--- src/rtl/tx_link_ctrl.sv ---
// JESD204B transmit link-state controller: CGS -> ILAS -> DATA sequencing plus error-report counting.
// Latency: all outputs registered, 1 cycle from input to output; no backpressure (status-driven, always accepts).
module tx_link_ctrl #(
    parameter int ILAS_MF   = 4,
    parameter int ERR_CNT_W = 8
) (
    input  logic                 clk,
    input  logic                 rst_n,
    input  logic                 i_sync_n,
    input  logic                 i_sync_request_tx,
    input  logic                 i_err_reporting,
    input  logic                 i_lmfc_tick,
    input  logic                 i_err_cnt_clr,
    output logic [1:0]           o_state,
    output logic                 o_send_cgs,
    output logic                 o_send_ilas,
    output logic [3:0]           o_ilas_mf_idx,
    output logic                 o_send_data,
    output logic                 o_link_up,
    output logic                 o_err_pulse,
    output logic [ERR_CNT_W-1:0] o_err_cnt
);

    typedef enum logic [1:0] {
        ST_IDLE = 2'b00,
        ST_CGS  = 2'b01,
        ST_ILAS = 2'b10,
        ST_DATA = 2'b11
    } state_t;

    localparam logic [3:0]           MF_LAST = 4'(ILAS_MF - 1);
    localparam logic [ERR_CNT_W-1:0] CNT_MAX = '1;

    state_t     state;
    state_t     state_nxt;
    logic [3:0] mf_idx;
    logic [3:0] mf_idx_nxt;
    logic       err_prev;
    logic       err_ev;

    always_comb begin
        state_nxt  = state;
        mf_idx_nxt = mf_idx;
        case (state)
            ST_IDLE: begin
                if (!i_sync_n) state_nxt = ST_CGS;
            end
            ST_CGS: begin
                // SYNC~ deasserting between ticks just waits for the next LMFC boundary
                if (i_sync_n && i_lmfc_tick) begin
                    state_nxt  = ST_ILAS;
                    mf_idx_nxt = 4'd0;
                end
            end
            ST_ILAS: begin
                if (i_sync_request_tx) begin
                    state_nxt  = ST_CGS;
                    mf_idx_nxt = 4'd0;
                end else if (i_lmfc_tick) begin
                    if (mf_idx == MF_LAST) begin
                        state_nxt  = ST_DATA;
                        mf_idx_nxt = 4'd0;
                    end else begin
                        mf_idx_nxt = mf_idx + 4'd1;
                    end
                end
            end
            ST_DATA: begin
                if (i_sync_request_tx) state_nxt = ST_CGS;
            end
            default: begin
                state_nxt  = ST_IDLE;
                mf_idx_nxt = 4'd0;
            end
        endcase
    end

    // Judged on the current state, so an edge landing on DATA->CGS still counts
    assign err_ev = (state == ST_DATA) && i_err_reporting && !err_prev;

    always_ff @(posedge clk) begin
        if (!rst_n) begin
            state       <= ST_IDLE;
            mf_idx      <= 4'd0;
            err_prev    <= 1'b0;
            o_send_cgs  <= 1'b0;
            o_send_ilas <= 1'b0;
            o_send_data <= 1'b0;
            o_link_up   <= 1'b0;
            o_err_pulse <= 1'b0;
            o_err_cnt   <= '0;
        end else begin
            state       <= state_nxt;
            mf_idx      <= mf_idx_nxt;
            err_prev    <= i_err_reporting;
            o_send_cgs  <= (state_nxt == ST_CGS);
            o_send_ilas <= (state_nxt == ST_ILAS);
            o_send_data <= (state_nxt == ST_DATA);
            o_link_up   <= (state_nxt == ST_DATA);
            o_err_pulse <= err_ev;
            if (i_err_cnt_clr)
                o_err_cnt <= '0;
            else if (err_ev && (o_err_cnt != CNT_MAX))
                o_err_cnt <= o_err_cnt + 1'b1;
        end
    end

    assign o_state       = state;
    assign o_ilas_mf_idx = mf_idx;

endmodule

--- config.mk ---
export PLATFORM = sky130hd
export DESIGN_NAME = tx_link_ctrl
export DESIGN_NICKNAME = d
export VERILOG_FILES = /design/src/rtl/tx_link_ctrl.sv
export SDC_FILE = /design/constraint.sdc
export NUM_CORES = 1
export LEC_CHECK = 0
export ABC_AREA = 1
export BUFFER_PORTS_ARGS = -buffer_cell sky130_fd_sc_hd__buf_2
export CAP_MARGIN = 30
export CORE_MARGIN = 2
export CORE_UTILIZATION = 44
export DETAILED_ROUTE_END_ITERATION = 12
export PLACE_DENSITY_LB_ADDON = 0.12
export SLEW_MARGIN = 10
export SYNTH_ARGS = -nofsm -noshare
export SYNTH_HDL_FRONTEND = slang
export SYNTH_SLANG_ARGS = --single-unit
--- constraint.sdc ---
create_clock -name clk -period 1.5 [get_ports clk]
set_input_delay 0.075 -clock clk [delete_from_list [all_inputs] [get_ports clk]]
set_output_delay 0.075 -clock clk [all_outputs]
set_load 0.005 [all_outputs]
==> results of run 1 <==
==> through the flow <==
stage          std cells  hold WS (ps)  cell area, um2  utilization (%)  setup slack (ps)
2_1_floorplan        137           168             938                -               246
3_3_place_gp         188           276            1090             55.0               217
3_5_place_dp         188           277            1090             55.0               150
4_1_cts              193          28.1            1130             56.8               131
5_1_grt              193          52.7            1130             56.8              31.3
6_report             193          36.0            1130             56.8               147
==> Yosys cell counts <==
master | count | area (um2)
nor2_1 | 23 | 86.3
o21ai_0 | 2 | 10.0
nand2_2 | 2 | 12.5
inv_1 | 16 | 60.1
nand3b_1 | 2 | 15.0
nand2_4 | 1 | 11.3
ha_1 | 2 | 25.0
xnor2_1 | 1 | 8.76
nand3_1 | 10 | 50.1
nor3_1 | 2 | 10.0
nand2_1 | 37 | 139
nor2_2 | 1 | 6.26
dfxtp_1 | 19 | 380
a21oi_1 | 7 | 35.0
buf_4 | 1 | 7.51
nand4_1 | 5 | 31.3
inv_2 | 2 | 7.51
xor2_1 | 3 | 26.3
o21ai_4 | 1 | 16.3
==> worst paths after layout <==
kind / slack, ps / depth (start not counted) / endpoint
worst max-delay path: 150 / 8 / o_err_cnt[4]$_SDFFE_PP0P_
worst min-delay path: 40 / 3 / err_prev$_SDFF_PN0_
worst max register to register: 150 / 8 / o_err_cnt[4]$_SDFFE_PP0P_
worst min register to register: 500 / 3 / o_err_pulse$_SDFF_PN0_
==> registers in the layout, indices dropped and copies added, names as in the netlist <==
register,flops
o_link_up,1
o_send_ilas,1
err_prev,1
o_send_cgs,1
o_state,2
o_err_pulse,1
o_ilas_mf_idx,4
o_err_cnt,8
==> logic make-up after synthesis <==
family,after synthesis
AND/OR/NAND/NOR,83
XOR/XNOR,4
adder cells (fa/ha/maj),2
buffers and inverters,19
flip-flops,19
AO/OA/AOI/OAI,10
==> layout make-up <==
cell class                      instances  area, um2
Tap cell                               27       33.8
Clock buffer                            4       26.3
Inverter                               18       67.6
Multi-Input combinational cell         99        483
Fill cell                             209        856
Sequential cell                        19        380
Timing Repair Buffer                   26        135
==> layer usage <==
metal	GRT usage (%)	up-vias	routed length [um]
li1	-	491	-
met1	22.2	392	983
met2	25.0	19	807
met3	3.57	4	90
met4	8.33	0	36
met5	0	-	0
==> what timing repair did <==
item / CTS / global route
setup endpoints to repair: 0 / 0
hold buffers: 1 / 0
hold endpoints to repair: 1 / 0
==> where the power goes <==
part	switching, uW	internal (uW)	leakage, uW
registers	11.3	519	0.000154
clock network	160	104	0.0000150
logic	59.7	39.8	0.000368
==> worst register-to-register path, delay by kind of cell (launching register included) <==
family                     cells  cell delay, ps
DFF                            1             410
and+or+nand+nor                4             430
buffers and inverters          2             130
adders and majority gates      1             220
AOI/OAI and AO/OA              1              60
==> out/metrics.cfg, run 1 <==
[outcome]
status = completed

[logic_synthesis]
syn_nets = 146
netlist_area_um2 = 938
yosysWarnings = 0
synth_adder_area_share_pct = 2.67
ys_seq_area_share_pct = 40.5
muxShareOfSynthArea_pct = 0
ys_ff_latch = 19
synth_top_family_by_area = simple AND/OR/NAND/NOR gates
synth_cell_types = 19
synth_compound_area_share_pct = 6.53
syn-instance-count = 137
synth.avg_cell_area_um2 = 6.85
synth-simple-area-share_pct = 38.5
synthXorXnorAreaFrac_pct = 3.73

[layout]
num_antenna_cells = 0
finalNetCount = 176
layout_common_cells = nand2_1 (37), buf_2 (25), nor2_1 (23)
layout_commonest_cell = nand2_1
syn2layout_area_growth_pct = 20.0
drive_gt1_share_pct = 21.1

[floorplan]
die_area_mm2 = 0.00252
boundaryPins = 26
core-area_mm2 = 0.00198
die_h_um = 50.2
die_w_um = 50.2
start_util_pct = 47.3
rows = 16

[clock_tree]
cts_root_buf = clkbuf_4
cts-htree-levels = 1
post_cts_buffers = 0
cts_max_path_buffers = 2
cts_tree = done
clk_pin_slew_ps = 110
numCtsBuffers = 3
clock_sinks = 19
clk_latency_ps = 300
cts_resized = 0

[timing]
min_period_ps = 1350
worstMarginPinSlew_ps = 304
clock_skew_ps = 2.52
max_freq_ghz = 0.739
final.setup.tns_ps = 0
rsz0062_at_grt = false
finalCritPeriodShare_pct = 90.2
finalSetupViolCount = 0
finalMaxSlewViolations = 0
finalHoldViolCount = 0
max-slew-margin-rel_pct = 79.7

[setup_path]
cp-startpoint = o_err_cnt[0]$_SDFFE_PP0P_
worstPathMaxFanout = 7
cp_top_family = simple AND/OR/NAND/NOR gates
worst-setup-path-type = register to register
startpoint_type = register
path_buf_inv = 2
path_cells = ha_1 -> inv_1 -> nor2_2 -> nand2_2 -> nand2_4 -> inv_2 -> nand2_1 -> a21oi_1
required_ps = 1700
cp.arrival_ps = 1550
cp_slowest_cell = dfxtp_1
crit_path_end_kind = register
critPathMaxStageDelay_ps = 410
r2r_start = o_err_cnt[0]$_SDFFE_PP0P_

[hold_path]
holdCritPathClass = input port to register
hp-start = rst_n

[power_and_ir_drop]
vdd_drop_max_v = 0.000616
powerDensity_mw_per_mm2 = 793
finalPower_uw = 893
leakagePower_uw = 0.000537

[global_routing]
grt_max_degree = 11
grt_usage_pct = 16.6
grt_pass1_wl_mm = 3.17
grt_overflow = 0
antenna_found_initial = 0
grt_pass1_vias = 753

[job]
drv_cap = 0

[drt]
wl_per_cell_um = 9.93
wirelength_mm = 1.92
ant_nets = 0
viasPerCell = 4.69
drt-initial-drc-count = 10
vias = 906
drtPass1Iterations = 4
drc = 0

[placement]
io_buffer_count = 25
dp_hpwl_mm = 1.49
gp_congestion = 0.807

(Power assumes the default switching activity.)
==> inputs of run 2 (changes only) <==
--- a/config.mk
+++ b/config.mk
@@ -13,3 +13,3 @@
 export DETAILED_ROUTE_END_ITERATION = 12
-export PLACE_DENSITY_LB_ADDON = 0.12
+export PLACE_DENSITY_LB_ADDON = 0.2
 export SLEW_MARGIN = 10
--- a/constraint.sdc
+++ b/constraint.sdc
@@ -3,2 +3,2 @@
 set_output_delay 0.075 -clock clk [all_outputs]
-set_load 0.005 [all_outputs]
+set_load 0.05 [all_outputs]
==> out/metrics.cfg, run 2 (synthesized netlist as in run 1, its figures left out) <==
[power_and_ir_drop]
leakagePower_uw = 0.000541  ; +0.70%
powerDensity_mw_per_mm2 = 820  ; +3.4%
vdd_drop_max_v = 0.000726  ; +18%
finalPower_uw = 927  ; +3.7%

[placement]
io_buffer_count = 25  ; unchanged
dp_hpwl_mm = 1.51  ; +1.2%
dpl_cell_area_mm2 = 0.00109  ; +0.23%
dp_slack_ps = 206  ; +55.4 ps
gp_congestion = 0.796  ; -1.3%

[setup_path]
cp.arrival_ps = 1510  ; -40 ps
worst-setup-path-type = register to register
cp_top_family = simple AND/OR/NAND/NOR gates
crit_path_end_kind = register
path_cells = ha_1 -> inv_1 -> nor2_2 -> nand2_2 -> nand2_4 -> inv_2 -> nor2_1 -> nor2_1
required_ps = 1700  ; about the same
rrSetupSlack_ps = 190  ; +40 ps
startpoint_type = register
cp_common_cell = nor2_1
worstPathMaxFanout = 7  ; unchanged
critPathMaxStageDelay_ps = 380  ; -30 ps
path_buf_inv = 2  ; unchanged
cp_slowest_cell = dfxtp_2

[layout]
syn2layout_area_growth_pct = 20.4
layout_common_cells = nand2_1 (37), buf_2 (25), nor2_1 (23)
num_antenna_cells = 0  ; unchanged
layout_commonest_cell = nand2_1
seq_area_um2 = 383  ; +0.66%
largest_reg_flops = 8  ; unchanged
finalNetCount = 176  ; unchanged
post-route-cell-area_mm2 = 0.00113  ; +0.33%
drive_gt1_share_pct = 22.9  ; +1.8 points
nFillCells = 189  ; -9.6%
max_flop_register = o_err_cnt
multi_input_area_um2 = 483  ; unchanged

[drt]
vias = 918  ; +1.3%
viasPerCell = 4.76  ; +1.3%
wirelength_mm = 1.89  ; -1.4%
wl_per_cell_um = 9.80  ; -1.4%
drc = 0  ; unchanged
ant_nets = 0  ; unchanged
drt-initial-drc-count = 20  ; +10
drtPass1Iterations = 4  ; unchanged

[hold_path]
holdCritPathClass = input port to register

[timing]
min_period_ps = 1310  ; -41.6 ps
clock_skew_ps = 3.78  ; +1.26 ps
finalSetupViolCount = 0  ; unchanged
finalMaxSlewViolations = 0  ; unchanged
final.setup.tns_ps = 0  ; unchanged
finalCritPeriodShare_pct = 87.4  ; -2.8 points
rsz0062_at_grt = false
finalHoldViolCount = 0  ; unchanged
worstMarginPinSlew_ps = 317  ; +13.2 ps
max_freq_ghz = 0.763  ; +3.2%
setup_ws_ps = 189  ; +41.6 ps
max-slew-margin-rel_pct = 78.9  ; -0.81 points

[clock_tree]
clock_sinks = 19  ; unchanged
cts-htree-levels = 1  ; unchanged
cts_hold_buf = 1  ; unchanged
cts_resized = 0  ; unchanged
clk_latency_ps = 290  ; about the same
cts_tree = done
numCtsBuffers = 3  ; unchanged
cts_root_buf = clkbuf_4
clk_pin_slew_ps = 110  ; about the same
cts_max_path_buffers = 2  ; unchanged
post_cts_buffers = 0  ; unchanged

[global_routing]
grt_overflow = 0  ; unchanged
grt_pass1_wl_mm = 3.33  ; +5.0%
grt_pass1_vias = 796  ; +5.7%
grt_max_degree = 12  ; +1
antenna_found_initial = 0  ; unchanged
grt_usage_pct = 17.3  ; +0.71 points

[floorplan]
core-area_mm2 = 0.00198  ; unchanged
start_util_pct = 47.3  ; unchanged
die_h_um = 50.2  ; unchanged
die_w_um = 50.2  ; unchanged
rows = 16  ; unchanged
die_area_mm2 = 0.00252  ; unchanged
boundaryPins = 26  ; unchanged

[job]
drv_cap = 0  ; unchanged

[outcome]
status = completed

==> run 2: cell types whose count changed in the layout (fill, tap and decap cells not counted), sizes merged <==
cell	before	now
clkbuf	4	3
clkinv	0	1
==> run 2: through the flow <==
step / hold slack [ps] / utilization [%] / instances
6_report: 49.8 / 57.0 / 193
2_1_floorplan: 168 / - / 137
3_5_place_dp: 279 / 55.1 / 188
4_1_cts: 31.5 / 57.0 / 193
3_3_place_gp: 274 / 55.1 / 188
5_1_grt: 57.4 / 57.0 / 193
==> run 2: routing by layer <==
layer  track usage (%)  up-vias  wire length [um]
li1                  -      494                 -
met1              24.1      402               919
met2              25.9       20               864
met3              5.36        2                91
met4              4.17        0                15
met5                 0        -                 0
==> run 2: worst register-to-register path: stages (launching register included) <==
cell and delay (ps):
dfxtp_2 380, ha_1 210, inv_1 70, nor2_2 150, nand2_2 100, nand2_4 110
inv_2 70, nor2_1 80, nor2_1 50
==> run 2: power breakdown <==
group | internal (uW) | switching, uW | leakage (uW) | total (uW)
clock | 99.2 | 153 | 0.0000177 | 253
sequential | 518 | 11.3 | 0.000155 | 530
combinational | 40.3 | 104 | 0.000368 | 144
==> run 2: layout make-up <==
class                      count  share of cell area, %
tap                           27                   2.99
inverter                      18                   5.98
clock inverter                 1                  0.443
clock buffer                   3                   1.99
multi-input combinational     99                   42.7
sequential                    19                   33.9
timing repair buffer          26                   12.0
==> run 2: path summary, 6_finish.rpt <==
kind / endpoint / depth (start not counted) / startpoint
setup / recovery: o_err_cnt[0]$_SDFFE_PP0P_ / 8 / o_err_cnt[0]$_SDFFE_PP0P_
setup reg to reg: o_err_cnt[0]$_SDFFE_PP0P_ / 8 / o_err_cnt[0]$_SDFFE_PP0P_
hold / removal: err_prev$_SDFF_PN0_ / 3 / rst_n
hold reg to reg: o_ilas_mf_idx[1]$_SDFFE_PN0P_ / 2 / o_ilas_mf_idx[1]$_SDFFE_PN0P_
